--- src/rtl/uart_tx_arbiter.sv ---
// Round-robin arbiter that shares one uart_tx between N_REQ byte sources.
// Frames the granted byte and times frame occupancy from the baud parameters.
module uart_tx_arbiter #(
    parameter int BAUD_RATE  = 4800,
    parameter int DATA_BITS  = 8,
    parameter int CLK_FREQ   = 27_000_000,
    parameter int N_REQ      = 4,
    parameter int GUARD_BITS = 1
) (
    input  logic                         clk,
    input  logic                         rst_n,
    input  logic [N_REQ-1:0]             req,
    input  logic [N_REQ*DATA_BITS-1:0]   req_data,
    output logic [N_REQ-1:0]             ack,
    output logic [DATA_BITS+1:0]         tx_data,
    output logic                         tx_update,
    output logic                         busy,
    output logic [$clog2(N_REQ)-1:0]     grant_id
);

    localparam int CLKS_PER_BIT = CLK_FREQ / BAUD_RATE;
    localparam int HOLD_CYCLES  = (DATA_BITS + 2 + GUARD_BITS) * CLKS_PER_BIT;
    localparam int CNT_W        = $clog2(HOLD_CYCLES + 1);
    localparam int ID_W         = $clog2(N_REQ);
    localparam int SW           = ID_W + 1;

    typedef enum logic {
        IDLE = 1'b0,
        HOLD = 1'b1
    } state_t;

    state_t                 state;
    logic [CNT_W-1:0]       cnt;
    logic [ID_W-1:0]        ptr;

    logic [N_REQ-1:0]       rot;
    logic                   found;
    logic [SW-1:0]          sum;
    logic [ID_W-1:0]        pick;
    logic [SW-1:0]          inc;
    logic [ID_W-1:0]        nxt_ptr;
    logic [DATA_BITS-1:0]   pay [N_REQ];

    // Rotate requests so bit 0 is the pointer position, then take the first set bit.
    always_comb begin
        rot   = N_REQ'({req, req} >> ptr);
        found = 1'b0;
        sum   = '0;
        pick  = '0;
        for (int k = 0; k < N_REQ; k++) begin
            if (!found && rot[k]) begin
                found = 1'b1;
                sum   = {1'b0, ptr} + SW'(k);
                pick  = ID_W'((sum >= SW'(N_REQ)) ? sum - SW'(N_REQ) : sum);
            end
        end
        inc     = {1'b0, pick} + SW'(1);
        nxt_ptr = (inc == SW'(N_REQ)) ? '0 : ID_W'(inc);
    end

    // Split the flat payload bus into per-requester bytes.
    always_comb begin
        for (int k = 0; k < N_REQ; k++) begin
            pay[k] = req_data[k*DATA_BITS +: DATA_BITS];
        end
    end

    // Grant/hold FSM with registered outputs.
    always_ff @(posedge clk or negedge rst_n) begin
        if (!rst_n) begin
            state     <= IDLE;
            cnt       <= '0;
            ptr       <= '0;
            tx_data   <= '1;
            tx_update <= 1'b0;
            ack       <= '0;
            busy      <= 1'b0;
            grant_id  <= '0;
        end else begin
            unique case (state)
                IDLE: begin
                    if (found) begin
                        tx_data   <= {1'b1, pay[pick], 1'b0};
                        tx_update <= 1'b1;
                        ack       <= {{(N_REQ-1){1'b0}}, 1'b1} << pick;
                        grant_id  <= pick;
                        busy      <= 1'b1;
                        ptr       <= nxt_ptr;
                        cnt       <= CNT_W'(HOLD_CYCLES - 1);
                        state     <= HOLD;
                    end else begin
                        tx_update <= 1'b0;
                        ack       <= '0;
                    end
                end
                HOLD: begin
                    tx_update <= 1'b0;
                    ack       <= '0;
                    if (cnt == '0) begin
                        busy  <= 1'b0;
                        state <= IDLE;
                    end else begin
                        cnt <= cnt - CNT_W'(1);
                    end
                end
                default: state <= IDLE;
            endcase
        end
    end

endmodule
--- config.mk ---
export PLATFORM = sky130hd
export DESIGN_NAME = uart_tx_arbiter
export DESIGN_NICKNAME = d
export VERILOG_FILES = /design/src/rtl/uart_tx_arbiter.sv
export SDC_FILE = /design/constraint.sdc
export NUM_CORES = 1
export LEC_CHECK = 0
export ABC_AREA = 0
export CORE_ASPECT_RATIO = 1.5
export CORE_MARGIN = 5
export CORE_UTILIZATION = 43
export CTS_BUF_LIST = sky130_fd_sc_hd__clkbuf_16
export CTS_CLUSTER_DIAMETER = 60
export DETAILED_ROUTE_END_ITERATION = 12
export PLACE_DENSITY = 0.85
export SLEW_MARGIN = 5
export SYNTH_ARGS = -nofsm -noshare
export SYNTH_HDL_FRONTEND = slang
export SYNTH_SLANG_ARGS = --single-unit
export TNS_END_PERCENT = 5
--- constraint.sdc ---
create_clock -name clk -period 1.9 [get_ports clk]
set_clock_uncertainty 0.1 [all_clocks]
set_input_delay 0.19 -clock clk [delete_from_list [all_inputs] [get_ports clk]]
set_output_delay 0.19 -clock clk [all_outputs]
set_load 0.02 [all_outputs]
After elaboration in Yosys (flattened, before gate mapping)
Cells that the tools add are included.
Cells by class
  add/sub/neg operators: 9
  equality and inequality tests: 4
  shifts and indexed selects: 2
  order comparisons: 5
  muxes and demuxes: 28
  bitwise gates (word level): 2
  reduce and logical (&&, ||, !) cells: 10
Operators by type and width (number)
  $mux W16: 2
  $pmux W16 S2: 1
  $mux W2: 9
  $bmux W8 S2: 1
  $logic_not A16 Y1: 1
  $mux W8: 2
  $sub A16 B1 Y16 const B: 1
  $ge A3 B3 Y1 const B: 4
  $mux W1: 8
  $pmux W4 S2: 1
  $shr A8 B2 Y4: 1
  $sub A2 B1 Y2 const B: 4
  $add A2 B1 Y3 const B: 2
  $add A2 B2 Y3 const B: 2
  $pmux W1 S2: 3
  $reduce_and A2 Y1: 3
  $mux W4: 1
  $ne A2 B2 Y1 const B: 2
  $shl A1 B2 Y4 const A: 1
  $eq A3 B3 Y1 const B: 1
  $ge A2 B3 Y1 const B: 1
  $logic_and A1 B1 Y1: 3
  $logic_not A1 Y1: 3
  $not A2 Y3: 1
  other kinds (2): 2
Word-level totals
  input port bits: 38
  register bits after elaboration: 36
  logic and storage cells: 68
  output and inout bits: 18

Depth between registers and ports, before layout
  depth after elaboration: 15
  depth in mapped cells: 8
  gate-level depth less buffers: 7

Worst setup path after synthesis
Ideal clock, no wire load.
  path type: register to register
  start point: register cnt[0]
  end point: register cnt[11]
  data required time: 1.670 ns
  setup slack: -0.220 ns
  library setup time: 0.130 ns
  stages on the path, launching flop included: 9
  period minus slack after synthesis: 2.120 ns
  buffers on the path: 1
  arrival: 1.889 ns
  path through: dfrtp_1 -> inv_1 -> ha_1 -> or4b_4 -> nor4_4 -> nand2b_1 -> buf_6 -> or3_1 -> o211ai_1
On the way
  longest elaborated chain between the ends: 3
  elaborated cells between the ends (all ways): 6
  classes of those cells: 1 x add/sub; 1 x eq/ne; 2 x mux; 2 x reduce/logical
RTL lines
  start: declaration: RTL line 33  | logic [CNT_W-1:0] cnt;
  start signal: assignment: RTL line 89  | cnt <= CNT_W'(HOLD_CYCLES - 1);
  start signal: assignment: RTL line 103  | cnt <= cnt - CNT_W'(1);
  $sub A16 B1 Y16 or $logic_not A16 Y1 (tied branches): RTL line 103, 99
  $mux W16 or $ne A2 B2 Y1 (tied branches)
  $pmux W16 S2 or $reduce_and A2 Y1 (tied branches)
Parallel ways exist; a longest one is shown, timed or not. The select of a mux whose other input is x is not followed.
A chain may end at the register's enable or synchronous reset.

Worst setup path after layout
  start point: register cnt[0]
  end point: register cnt[6]
Same word-level chain as after synthesis.

==> summary.md <==
| Metric | Value |
|---|---|
| Worst-path clk slew | 0.05 ns |
| Sequential area share after synthesis | 45.1% |
| Final TNS setup | -1.77 ns |
| Setup ws final | -0.149 ns |
| Die width | 66.0 um |
| Main synth FF type | dfrtp_1 |
| Storage cell area | 912 um^2 |
| TritonCTS Buffers | 5 |
| Synth top area share | 33.4% |
| Yosys warns | 0 |
| WL/cell | 15.5 um |
| Fin. Hold Viols | 0 |
| Startpoint types | flop |
| Static leakage | 1.28 nW |
| Power per standard cell area | 553 mW/mm^2 |
| Die area | 0.00620 mm^2 |
| GR peak layer | met2 |
| Data required, critical path | 1.97 ns |
| Residual DRC | 0 |
| Post-synth EDFFs | 0 |
| GPL Wtd Cong | 0.871 |
| Async SR Flop Fraction | 100% |
| First-pass GRT wire length | 9280 um |
| Failing checks | negative setup slack |
| Synth top cells by count | 27 x dfrtp_1, 16 x nand2_1, 12 x a21oi_1, 12 x nand3_1, 11 x nor2_1 |
| Largest area contributor in the netlist | dfrtp_1 |
| Largest net degree at the start of global routing | 37 |
| Syn nets | 240 |
| Number of core rows | 30 |
| Synth Area in Compound Gates | 14.9% |
| Clock net sink count | 36 |
| Hpwl dp | 4180 um |
| Most numerous cell in the Yosys netlist | dfrtp_1 |
| Syn Inst Count | 200 |
| Vias per cell | 5.37 |
| Syn avg cell area | 10.1 um^2 |
| Die H | 94.0 um |
| Met1 Use GR | 19.7% |
| Mapped cell area | 0.00202 mm^2 |
| Global Route met3 Usage | 5.27% |
| Adder-Cell Fraction of Synth Area | 1.24% |
| Fmax achieved | 488 MHz |
| Core region area | 0.00454 mm^2 |
| Clock Tree Buf Depth | 2 |
| HP Class | input pin to async pin |
| I/O pins | 56 |
| Port buffer count | 54 |
| Worst VDD drop | 0.516 mV |
| Crit path arrival time | 2.11 ns |
| Initial DRC count | 77 |
| Initial Utilization | 44.5% |
| Gr usage total | 19.4% |
| Fin. max-slew vios | 0 |
| Post-layout min period | 2.05 ns |
| Footprint of the multi-input gates | 0.00110 mm^2 |
| Max-Cap Viols | 0 |
| Synth unique cells | 52 |
| Final antenna-violating net count | 0 |
| Initial DRT Pass Iterations | 5 |
| Share of cells above drive strength 1 | 30.0% |
| Via count | 1938 |
| Worst skew pair latency | 0.28 ns |
| GRT overflow | 0 |
| Cts hold-fix bufs | 0 |
| Routing usage on met2 | 35.8% |
| NumNets Final | 336 |
| Hold_ws | 0.223 ns |
| DRT Wirelength | 5610 um |
| TritonCTS clock tree | done |
| Mux cell area share after synthesis | 5.88% |
| Main combinational cell family by area after synthesis | simple AND/OR/NAND/NOR gates |
| CP Max Fanout | 4 |
| Crit Path Class | flop to flop |
| XOR/XNOR Fraction of Synth Area | 2.60% |
| Final setup fails | 23 |
| Synth top area cells | dfrtp_1 33%, dfstp_2 12%, a221o_1 4.0% |
| Initial antenna violation count | 0 |
| Synthesis-stage register bit count | 36 |
| Crit. End Element | flop |
| RSZ-0062 raised after global routing | true |
| Simple-gate share of the synthesized area | 26.5% |
| CTS root buffer | clkbuf_16 |
| Diode count | 0 |
| Area grow syn2layout | 54.5% |
| Crit share post-route | 108% |
| Status | finished with violations |
| Vias in the first global route | 2150 |
| H-tree levels | 2 |
| Fillcell total | 316 |
[cells in the final DEF (no fill, tap or decap), types with 8 or more instances in the layout]
master / netlist / final
buf_4: 1 / 42
nor2_1: 11 / 8
o21ai_0: 8 / 8
nor3_1: 9 / 8
nand2_1: 16 / 16
clkdlybuf4s50_1: 0 / 54
a21oi_1: 12 / 11
a221o_1: 8 / 8
dfstp_2: 9 / 9
nand3_1: 12 / 12
dfrtp_1: 27 / 27
[path summary, 6_finish.rpt]
kind / from / to / slack [ns] / cells past startpoint
hold / removal: rst_n / grant_id[0]$_DFFE_PN0P_ / 0.22 / 2
hold reg to reg: tx_data[0]$_DFFE_PN1P_ / tx_data[0]$_DFFE_PN1P_ / 0.39 / 1
min in group clk: tx_data[0]$_DFFE_PN1P_ / tx_data[0]$_DFFE_PN1P_ / 0.39 / 1
setup / recovery: cnt[0]$_DFFE_PN0P_ / cnt[6]$_DFFE_PN0P_ / -0.15 / 7
max in group asynchronous: rst_n / tx_data[0]$_DFFE_PN1P_ / 1.13 / 2
setup reg to reg: cnt[0]$_DFFE_PN0P_ / cnt[6]$_DFFE_PN0P_ / -0.15 / 7
[final cells by class]
type                            instances  share of cell area, %
Multi-Input combinational cell        150                   35.4
Timing Repair Buffer                   97                   27.8
Tap cell                               64                   2.57
Sequential cell                        36                   29.2
Inverter                                6                  0.721
Clock inverter                          3                  0.361
Clock buffer                            5                   4.01
[repair_timing]
action	4_1_cts	5_1_grt
buffers inserted	1	0
gates resized for setup	3	12
pin swaps	5	3
setup endpoints to repair	25	26
[critical path, stage by stage, from the launching register on]
cell and delay, ns:
dfrtp_1 0.37, inv_1 0.06, ha_2 0.18, or4b_4 0.50, or2_4 0.31, a211o_1 0.27, nand3_1 0.09, o21ai_1 0.06
[through the flow]
stage               setup slack (ns)  cells  area [um^2]  power [mW]  util, %
CTS                           -0.173    361         3070        1.73     67.7
detailed placement            -0.396    352         2920       0.964     64.2
global placement              -0.316    352         2920       0.959     64.2
floorplan                     -0.101    200         2030       0.847        -
global route                  -0.234    361         3120        1.79     68.7
finish                        -0.149    361         3120        1.73     68.7
[flip-flops by register name, summed over array words and instances, names as in the netlist]
signal	flops
tx_data	9
cnt	16
state	1
ack	4
busy	1
tx_update	1
ptr	2
grant_id	2
[where the power goes]
group	leakage (nW)	internal [mW]	total, mW	switching [mW]
registers	0.403	0.768	0.768	0
clock network	0.0701	0.471	0.769	0.297
logic	0.805	0.116	0.189	0.0729
[layer usage]
metal	vias to the layer above	wire length, um
met5	-	0
met4	0	167
met3	16	395
met2	75	3010
met1	923	2040
li1	924	-
[logic make-up after synthesis]
| kind of cell | count (synthesis) |
|---|---|
| adders and majority gates | 2 |
| buffers and inverters | 14 |
| xor gates and xnor gates | 6 |
| AOI/OAI and AO/OA | 46 |
| muxes | 9 |
| and+or+nand+nor | 86 |
| DFF | 36 |
| other | 1 |
No activity file was read; power rests on OpenSTA's default activity.
